## src/rtl/mouse_click_event.sv

```systemverilog
// mouse_click_event: debounces the MouseCtl button levels and classifies each
// accepted press as left single, left double or right. The cursor position is
// clamped to the screen and captured at the moment of acceptance. The result is
// held in a one-entry valid/ready event buffer for main_State_Machine.
module mouse_click_event #(
    parameter int DEBOUNCE   = 100000,
    parameter int DBL_WINDOW = 30000000,
    parameter int XMAX       = 1024,
    parameter int YMAX       = 768
) (
    input  logic        clk,
    input  logic        rst,
    input  logic        MouseLeft,
    input  logic        MouseRight,
    input  logic [11:0] xpos,
    input  logic [11:0] ypos,
    output logic        evt_valid,
    input  logic        evt_ready,
    output logic [1:0]  evt_type,
    output logic [11:0] evt_x,
    output logic [11:0] evt_y,
    output logic        evt_drop
);

    localparam int CW = (DEBOUNCE > 2) ? $clog2(DEBOUNCE) : 1;
    localparam int WW = (DBL_WINDOW > 1) ? $clog2(DBL_WINDOW + 1) : 1;

    localparam logic [CW-1:0] CNT_LAST = CW'(DEBOUNCE - 1);
    localparam logic [CW-1:0] CNT_ONE  = CW'(1);
    localparam logic [CW-1:0] CNT_ZERO = CW'(0);
    localparam logic [WW-1:0] WIN_LOAD = WW'(DBL_WINDOW);
    localparam logic [WW-1:0] WIN_ONE  = WW'(1);
    localparam logic [WW-1:0] WIN_ZERO = WW'(0);
    localparam logic [11:0]   XLIM     = 12'(XMAX - 1);
    localparam logic [11:0]   YLIM     = 12'(YMAX - 1);

    localparam logic [1:0] TYPE_LSINGLE = 2'd0;
    localparam logic [1:0] TYPE_RIGHT   = 2'd1;
    localparam logic [1:0] TYPE_LDOUBLE = 2'd2;

    localparam logic SEL_LEFT  = 1'b0;
    localparam logic SEL_RIGHT = 1'b1;

    typedef enum logic [1:0] {
        IDLE = 2'd0,
        DEB  = 2'd1,
        HELD = 2'd2,
        REL  = 2'd3
    } state_t;

    state_t        state_q, state_d;
    logic          btnL_q, btnR_q;
    logic          sel_q, sel_d;
    logic [CW-1:0] cnt_q, cnt_d;
    logic [WW-1:0] win_q, win_d;
    logic          valid_q, valid_d;
    logic [1:0]    type_q, type_d;
    logic [11:0]   x_q, x_d;
    logic [11:0]   y_q, y_d;
    logic          drop_q, drop_d;

    logic          accept_s;
    logic          sel_btn_s;
    logic [1:0]    new_type_s;
    logic [11:0]   x_clamp_s;
    logic [11:0]   y_clamp_s;

    assign sel_btn_s = (sel_q == SEL_RIGHT) ? btnR_q : btnL_q;
    assign x_clamp_s = (xpos > XLIM) ? XLIM : xpos;
    assign y_clamp_s = (ypos > YLIM) ? YLIM : ypos;

    assign evt_valid = valid_q;
    assign evt_type  = type_q;
    assign evt_x     = x_q;
    assign evt_y     = y_q;
    assign evt_drop  = drop_q;

    // Debounce FSM: press qualification, hold tracking and release qualification.
    always_comb begin
        state_d  = state_q;
        sel_d    = sel_q;
        cnt_d    = cnt_q;
        accept_s = 1'b0;
        case (state_q)
            IDLE: begin
                if (btnL_q) begin
                    state_d = DEB;
                    sel_d   = SEL_LEFT;
                    cnt_d   = CNT_ONE;
                end else if (btnR_q) begin
                    state_d = DEB;
                    sel_d   = SEL_RIGHT;
                    cnt_d   = CNT_ONE;
                end else begin
                    state_d = IDLE;
                end
            end
            DEB: begin
                if (!sel_btn_s) begin
                    // Released before the debounce period elapsed: glitch.
                    state_d = IDLE;
                    cnt_d   = CNT_ZERO;
                end else if (cnt_q == CNT_LAST) begin
                    accept_s = 1'b1;
                    state_d  = HELD;
                    cnt_d    = CNT_ZERO;
                end else begin
                    cnt_d = cnt_q + CNT_ONE;
                end
            end
            HELD: begin
                if (!btnL_q && !btnR_q) begin
                    state_d = REL;
                    cnt_d   = CNT_ONE;
                end else begin
                    state_d = HELD;
                end
            end
            REL: begin
                if (btnL_q || btnR_q) begin
                    state_d = HELD;
                    cnt_d   = CNT_ZERO;
                end else if (cnt_q == CNT_LAST) begin
                    state_d = IDLE;
                    cnt_d   = CNT_ZERO;
                end else begin
                    cnt_d = cnt_q + CNT_ONE;
                end
            end
            default: begin
                state_d = IDLE;
                cnt_d   = CNT_ZERO;
            end
        endcase
    end

    // Click classification and double-click window bookkeeping.
    always_comb begin
        new_type_s = TYPE_LSINGLE;
        if (win_q != WIN_ZERO) begin
            win_d = win_q - WIN_ONE;
        end else begin
            win_d = WIN_ZERO;
        end
        if (accept_s) begin
            // Every acceptance updates the window, even one that gets dropped.
            if (sel_q == SEL_RIGHT) begin
                new_type_s = TYPE_RIGHT;
                win_d      = WIN_ZERO;
            end else if (win_q != WIN_ZERO) begin
                new_type_s = TYPE_LDOUBLE;
                win_d      = WIN_ZERO;
            end else begin
                new_type_s = TYPE_LSINGLE;
                win_d      = WIN_LOAD;
            end
        end else begin
            new_type_s = TYPE_LSINGLE;
        end
    end

    // One-entry event buffer: load, hand off, or flag a drop when full.
    always_comb begin
        valid_d = valid_q;
        type_d  = type_q;
        x_d     = x_q;
        y_d     = y_q;
        drop_d  = 1'b0;
        if (accept_s) begin
            if (!valid_q || evt_ready) begin
                valid_d = 1'b1;
                type_d  = new_type_s;
                x_d     = x_clamp_s;
                y_d     = y_clamp_s;
            end else begin
                // Buffer full and not draining: keep the old event stable.
                drop_d = 1'b1;
            end
        end else if (valid_q && evt_ready) begin
            valid_d = 1'b0;
        end else begin
            valid_d = valid_q;
        end
    end

    // State, counters, input synchronisers and output registers.
    always_ff @(posedge clk) begin
        if (rst) begin
            btnL_q  <= 1'b0;
            btnR_q  <= 1'b0;
            state_q <= IDLE;
            sel_q   <= SEL_LEFT;
            cnt_q   <= CNT_ZERO;
            win_q   <= WIN_ZERO;
            valid_q <= 1'b0;
            type_q  <= 2'd0;
            x_q     <= 12'd0;
            y_q     <= 12'd0;
            drop_q  <= 1'b0;
        end else begin
            btnL_q  <= MouseLeft;
            btnR_q  <= MouseRight;
            state_q <= state_d;
            sel_q   <= sel_d;
            cnt_q   <= cnt_d;
            win_q   <= win_d;
            valid_q <= valid_d;
            type_q  <= type_d;
            x_q     <= x_d;
            y_q     <= y_d;
            drop_q  <= drop_d;
        end
    end

endmodule

```

## config.mk

```make
export PLATFORM = sky130hd
export DESIGN_NAME = mouse_click_event
export DESIGN_NICKNAME = d
export VERILOG_FILES = /design/src/rtl/mouse_click_event.sv
export SDC_FILE = /design/constraint.sdc
export NUM_CORES = 1
export LEC_CHECK = 0
export ABC_AREA = 1
export BUFFER_PORTS_ARGS = -buffer_cell sky130_fd_sc_hd__buf_2
export CORE_ASPECT_RATIO = 1.2
export CORE_MARGIN = 3
export CORE_UTILIZATION = 59
export CTS_BUF_LIST = sky130_fd_sc_hd__clkbuf_4 sky130_fd_sc_hd__clkbuf_8
export DETAILED_ROUTE_END_ITERATION = 7
export MAX_ROUTING_LAYER = met4
export PLACE_DENSITY = 0.82
export SYNTH_ARGS = -nofsm -noshare
export SYNTH_HDL_FRONTEND = slang
export SYNTH_SLANG_ARGS = --single-unit
```

## constraint.sdc

```tcl
create_clock -name clk -period 4.45 [get_ports clk]
set_input_delay 0.89 -clock clk [delete_from_list [all_inputs] [get_ports clk]]
set_output_delay 0.89 -clock clk [all_outputs]
set_load 0.1 [all_outputs]
```

---- Word level (Yosys, flattened, before mapping) ----
Cells that the tools add are included.
cells by class
  add/sub/neg operators ................... 2
  $lt $le $gt $ge ......................... 2
  equal/unequal tests ..................... 9
  mux-type cells .......................... 33
  bitwise gates (word level) .............. 1
  reduce and logical (&&, ||, !) cells .... 17
operators with widths
  kind                   count
  $mux 17                6
  $mux 25                4
  $pmux 17 s4            1
  $reduce_bool 25->1     1
  $sub 25x1->25 const B  1
  $gt 12x10->1 const B   2
  $mux 12                2
  $add 17x1->17 const B  1
  $eq 17x17->1 const B   1
  $mux 1                 13
  $mux 2                 6
  $reduce_and 2->1       5
  $ne 3x3->1 const B     3
  $pmux 2 s4             1
  $eq 2x2->1 const B     2
  $reduce_bool 2->1      2
  $logic_not 1->1        3
  $eq 2x1->1 const B     1
  $logic_and 1x1->1      2
  $logic_not 2->1        1
  $logic_or 1x1->1       2
  $ne 2x1->1 const B     1
  $ne 2x2->1 const B     1
  $reduce_or 2->1        1
  $not 1->1              1
storage, ports and cells
  bits in registers ....................... 75
  input bits .............................. 29
  word-level logic and storage cells ...... 75

---- Longest topological paths before layout ----
Gate-level depths: netlist (run 1).
  depth in word-level cells ............... 6
  gate-level depth with buffers ........... 12
  mapped depth without buffers ............ 12

---- Worst setup path before layout (run 1) ----
Ideal clock, no wire load.
  path type ............................... register to register
  from .................................... register valid_q, in the netlist evt_valid
  to ...................................... register type_q[1], in the netlist evt_type[1]
  data arrival time ....................... 1.761 ns
  required time ........................... 4.333 ns
  slack ................................... 2.572 ns
  cell stages (with the launch flop) ...... 8
  buffers on the path ..................... 0
  period minus slack after synthesis ...... 1.878 ns
  path through ............................ dfxtp_1 -> inv_1 -> nor2_1 -> inv_1 -> nand4_1 -> nand2_1 -> nand2_1 -> nor2_1
on the way
  word-level cells in the longest chain between the ends .. 3
ends and longest elaborated chain
  what                               line  RTL
  start, declared                    56    logic valid_q, valid_d;
  start signal, assigned             207   valid_q <= valid_d;
  $logic_not 1->1                    170   if (!valid_q || evt_ready) begin
  $logic_or 1x1->1                   170
  $reduce_and 2->1 (no source line)  --
  end signal, assigned               208   type_q <= type_d;
  end, declared                      57    logic [1:0] type_q, type_d;
Every way passes these cells.
A chain may end at the register's enable or synchronous reset.

---- Worst setup path after layout (run 1) ----
  from .................................... register type_q[1], in the netlist evt_type[1]
  to ...................................... output evt_type[1]
RTL lines
  what           line  RTL
  end, declared  19    output logic [1:0] evt_type,
No word-level cell between the ends.

==> summary.txt, run 1 <==
Total Power -> 1.19 mW
switching share of power -> 22.9%
CP peak stage delay -> 0.44 ns
H-tree levels -> 3
n_diodes -> 0
CP arrival -> 1.17 ns
area grow syn2layout -> 12.6%
die area -> 0.00724 mm2
IR drop worst, VDD -> 0.221 mV
fin crit period -> 2.06 ns
Final Cell Area -> 0.00415 mm2
Avg Cell Area, Syn -> 6.61 um2
Hold Crit Start -> win_q[0]$_SDFF_PP0_
Max Fclk -> 486 MHz
Setup TNS Final -> 0 ns
reg2reg setup slack -> 2.45 ns
CP max-delay cell -> buf_2
Pleak -> 2.15 nW
Min-Delay Path Depth -> 1
P per Cell Area -> 288 mW/mm2
Vias -> 3538
Final Setup Violations -> 0
CTS Hold Buffers Added -> 0
critical-path cell list -> buf_2
die height -> 92.6 um
fillers -> 534
CORE AREA -> 0.00586 mm2
nets -> 644
First-pass DRT Iterations -> 5
Worst Path Required -> 3.56 ns
Bufs on Longest Clock Path -> 2
Starting Density -> 63.0%
NetSw -> 0.274 mW
max-slew violations -> 0
max cap viols -> 0
CTS tree -> built
Seq/Total Area, Yosys -> 40.7%
area leader, netlist -> dfxtp_1
CTS Buf Count -> 9
Worst Hold Class -> reg2reg
Comb pwr share -> 4.8%
setup bufs post-CTS -> 0
Setup WS pre-CTS -> 2.11 ns
internal power -> 0.921 mW
reg2reg end -> cnt_q[4]$_SDFFE_PP0P_
Die W -> 78.2 um
Sequential Power Share -> 56.9%
Vias/cell -> 5.08
Final period util -> 46.2%
Worst Hold End -> win_q[0]$_SDFF_PP0_
CTS root buffer -> clkbuf_8
share of layout cells above drive strength 1 -> 14.9%
Initial DRC Count -> 203
Buf+Inv Stages, Crit Path -> 1
R2R depth -> 12
post-cts resize count -> 0
Yosys Warn Count -> 0
status -> completed
WL per Instance -> 11.5 um
Mapped Area -> 0.00369 mm2
first-pass GRT wire length -> 13.9 mm
Final WS setup -> 2.39 ns
critical path peak fanout -> 2
vias in the first global route -> 3304
GRT Util Overall -> 24.2%
DRC -> 0
total wire length -> 8.03 mm
Crit Path Class -> reg2out
port bufs -> 56
Ports -> 57
antenna violations before repair -> 0
CP delay by family, top -> buffers and inverters
post-DP HPWL -> 5.96 mm
clk slew on worst S/H paths -> 0.07 ns
Synth Instances -> 558
clock group share of total power -> 38.3%
Worst Max-Slew Pin Slew -> 0.519 ns
startpoint type of the worst setup path -> flip-flop
Placer Congestion -> 0.934
Routed Antenna Nets -> 0
synth top area cells -> dfxtp_1 41%, nor2_1 16%, nand2_1 13%
slew margin rel. -> 65.4%
Final Skew -> 0.00938 ns
largest net degree at the start of global routing -> 44
Post-Synthesis Net Count -> 589
unrepaired setup endpoints after global routing -> false
Placement Cell Area -> 0.00399 mm2
top cell type's share of synthesized area -> 40.7%
TritonCTS Sinks -> 75
CP endpoint kind -> output pin
Yosys reg bits -> 75
distinct cell type count after synthesis -> 33
commonest non-fill, non-tap cells in the layout -> 155 x nor2_1, 130 x nand2_1, 75 x dfxtp_1
commonest non-fill, non-tap cell in the layout -> nor2_1
final hold vios -> 0
GRT Residual Overflow -> 0
worst skew pair latency -> 0.35 ns
worst r2r src -> cnt_q[1]$_SDFFE_PP0P_
Rows -> 30
## logic make-up after synthesis
group / Yosys count / share of synthesized area [%]
flops: 75 / 40.7
fa+ha+maj: 2 / 0.678
compound gates: 36 / 5.22
buf+inv: 72 / 8.48
xor+xnor: 18 / 4.27
simple gates: 355 / 40.6
## through the flow
| step | cells | util, % | hold slack [ns] |
|---|---|---|---|
| 4_1_cts | 697 | 70.9 | 0.417 |
| 6_report | 697 | 70.9 | 0.415 |
| 5_1_grt | 697 | 70.9 | 0.442 |
| 3_5_place_dp | 682 | 68.1 | 0.407 |
| 2_1_floorplan | 558 | - | 0.393 |
| 3_3_place_gp | 682 | 68.1 | 0.402 |
## routing by layer
layer | GRT usage (%) | vias up | share of wire [%]
li1 | - | 1843 | -
met1 | 27.3 | 1611 | 43
met2 | 42.0 | 72 | 51
met3 | 5.16 | 12 | 4.3
met4 | 9.04 | 0 | 1.4
met5 | - | - | 0
## worst max path at each step
stage | startpoint | end | slack, ns | cells after the start
6_report | evt_type[1]$_SDFFE_PP0P_ | evt_type[1] | 2.39 | 1
4_1_cts | evt_type[1]$_SDFFE_PP0P_ | evt_type[1] | 2.39 | 1
2_1_floorplan | evt_valid$_SDFFE_PP0P_ | evt_type[1]$_SDFFE_PP0P_ | 2.57 | 7
5_1_grt | cnt_q[0]$_SDFFE_PP0P_ | cnt_q[4]$_SDFFE_PP0P_ | 2.29 | 12
3_5_place_dp | rst | win_q[23]$_SDFF_PP0_ | 2.11 | 5
3_3_place_gp | rst | win_q[7]$_SDFF_PP0_ | 2.18 | 5
## sequential cells by signal, summed over array words and instances, names as in the netlist
register,flops
evt_type,2
evt_drop,1
evt_y,12
win_q,25
state_q,2
sel_q,1
btnL_q,1
cnt_q,17
btnR_q,1
evt_x,12
evt_valid,1
## worst reg2reg max path, stage by stage, from the launching register on
cell,delay [ns]
dfxtp_1,0.37
ha_1,0.23
nand2_2,0.10
clkinv_2,0.07
nand2_1,0.05
nor2_1,0.10
nand3_1,0.18
nand2_1,0.17
nand2_2,0.09
nand2_1,0.35
inv_1,0.08
nand2_1,0.07
inv_1,0.04
## layout make-up
type                       instances  area [um2]  share of cell area (%)
inverter                          59         223                    5.36
multi-input combinational        411        1870                    45.1
clock inverter                     3        15.0                   0.361
sequential                        75        1500                    36.1
timing repair buffer              57         288                    6.93
tap                               80         100                    2.41
clock buffer                      12         153                    3.67
## cells in the mapped netlist
master	number
dfxtp_1	75
o21ai_2	1
o21bai_1	2
nor2_4	1
o21ai_0	12
nand2_1	130
buf_1	1
buf_4	2
xnor2_1	3
nand3b_1	1
buf_6	4
nand4_1	15
o21ai_1	6
clkbuf_1	3
or2_2	3
inv_1	55
buf_2	3
nand2_2	3
nand3_1	27
nand3_2	2
clkinv_1	1
o31ai_1	1
a31oi_1	1
nor2_8	1
inv_2	2
nor2_1	155
a21oi_1	13
nor2_2	5
nand3_4	1
ha_1	2
clkinv_2	1
nor3_1	11
xor2_1	15
## power groups by stage
stage	Combinational (mW)	Sequential, mW	Clock, mW
6_report	0.0577	0.680	0.458
5_1_grt	0.0657	0.680	0.498
4_1_cts	0.0575	0.679	0.466
3_5_place_dp	0.0568	0.695	0
3_3_place_gp	0.0549	0.695	0
2_1_floorplan	0.0388	0.694	0
(Power assumes the default switching activity.)
==> run 2: changes to the inputs <==
- clock period: 4.45 -> 2 ns (I/O delays scaled with it)
==> run 2 against run 1 <==
Net effect:
- critical path type is now reg2reg
- clock power grew to 3.0 times the previous value
- via count is 0.68% higher
- largest power group unchanged
- worst setup slack worse by 2.2 ns
- largest cell class unchanged
==> summary.txt, run 2 (synthesized netlist as in run 1, its figures left out) <==
status -> completed
antenna violations before repair -> 0
IR drop worst, VDD -> 0.689 mV
CP endpoint kind -> flip-flop
Worst Max-Slew Pin Slew -> 0.499 ns
fin crit period -> 1.79 ns
post-cts resize count -> 0
unrepaired setup endpoints after global routing -> false
total wire length -> 8.11 mm
P per Cell Area -> 705 mW/mm2
crit path launch -> cnt_q[1]$_SDFFE_PP0P_
vias in the first global route -> 3303
setup bufs post-CTS -> 0
CTS root buffer -> clkbuf_8
Setup TNS Final -> 0 ns
TritonCTS Sinks -> 75
worst skew pair latency -> 0.35 ns
slew margin rel. -> 67.0%
n_diodes -> 0
Final period util -> 89.3%
final hold vios -> 0
die height -> 92.6 um
share of layout cells above drive strength 1 -> 15.9%
Die W -> 78.2 um
Final WS setup -> 0.214 ns
CTS Buf Count -> 9
Worst Path Required -> 2.25 ns
biggest regs -> win_q (25), cnt_q (17)
R2R depth -> 11
GRT Util Overall -> 24.4%
die area -> 0.00724 mm2
largest net degree at the start of global routing -> 28
CP arrival -> 2.03 ns
Routed Antenna Nets -> 0
startpoint type of the worst setup path -> flip-flop
worst r2r src -> cnt_q[1]$_SDFFE_PP0P_
Hold Crit Start -> MouseLeft
critical-path cell list -> ha_1 > nand2_2 > clkinv_2 > nand3_2 > nor2_4 > nand3_4 > nor2_8 > buf_12 > nand2_1 > nand2_1 > nor2_1
WL per Instance -> 11.5 um
Initial DRC Count -> 162
CTS tree -> built
post-DP HPWL -> 6.04 mm
Vias -> 3562
max-slew violations -> 0
max reg flops -> 25
port bufs -> 56
commonest non-fill, non-tap cell in the layout -> nor2_1
area grow syn2layout -> 16.0%
First-pass DRT Iterations -> 4
Max Fclk -> 560 MHz
CTS Hold Buffers Added -> 0
register with the most flip-flops -> win_q
max cap viols -> 0
CP peak stage delay -> 0.36 ns
critical path peak fanout -> 27
Bufs on Longest Clock Path -> 2
Vias/cell -> 5.07
Ports -> 57
Placer Congestion -> 0.905
CORE AREA -> 0.00586 mm2
Starting Density -> 63.0%
Pleak -> 2.20 nW
nets -> 649
Min-Delay Path Depth -> 3
Final Setup Violations -> 0
CP max-delay cell -> dfxtp_1
Crit Path Class -> reg2reg
Worst Hold Class -> in2reg
Rows -> 30
Final Cell Area -> 0.00428 mm2
clk slew on worst S/H paths -> 0.07 ns
Final Skew -> 0.0121 ns
commonest non-fill, non-tap cells in the layout -> 155 x nor2_1, 129 x nand2_1, 75 x dfxtp_1
H-tree levels -> 3
first-pass GRT wire length -> 14.0 mm
DRC -> 0
final core utilization -> 73.1%
Placement Cell Area -> 0.00404 mm2
Setup WS pre-CTS -> 0.196 ns
cell mode on critical path -> nand2_1
GRT Residual Overflow -> 0
## run 2: path summary, 6_finish.rpt
path / end / slack (ns)
setup / recovery: evt_x[0]$_SDFFE_PP0P_ / 0.21
setup reg to reg: evt_x[0]$_SDFFE_PP0P_ / 0.21
hold reg to reg: win_q[0]$_SDFF_PP0_ / 0.42
hold / removal: btnL_q$_SDFF_PP0_ / 0.25
## run 2: report_power, final
part / total [mW] / switching (mW) / internal (mW)
registers: 1.51 / 0.00878 / 1.50
logic: 0.132 / 0.0804 / 0.0512
clock network: 1.38 / 0.554 / 0.822
total: 3.02 / 0.643 / 2.37
## run 2: layout make-up
| cell class | instances | area (um2) |
|---|---|---|
| Timing Repair Buffer | 62 | 338 |
| Clock buffer | 13 | 173 |
| Clock inverter | 3 | 68.8 |
| Tap cell | 80 | 100 |
| Fill cell | 507 | 1580 |
| Multi-Input combinational cell | 411 | 1880 |
| Sequential cell | 75 | 1500 |
| Inverter | 59 | 223 |
## run 2: critical path, delay by kind of cell, from the launching register on
family | cells | cell delay, ns
adders and majority gates | 1 | 0.21
buffers and inverters | 2 | 0.28
DFF | 1 | 0.36
and+or+nand+nor | 8 | 0.84
## run 2: metal layers
layer	part of all wire, %	vias to the layer above	track usage, %
li1	-	1863	-
met1	44	1599	27.8
met2	50	86	41.3
met3	4.4	14	4.47
met4	2.0	0	11.4
met5	0	-	-
## run 2: through the flow
step,cells,power (mW),hold WS (ns)
finish,703,3.02,0.253
global route,703,3.12,0.260
CTS,703,3.03,0.244
detailed placement,687,1.68,0.407
global placement,687,1.67,0.402
floorplan,558,1.63,0.393
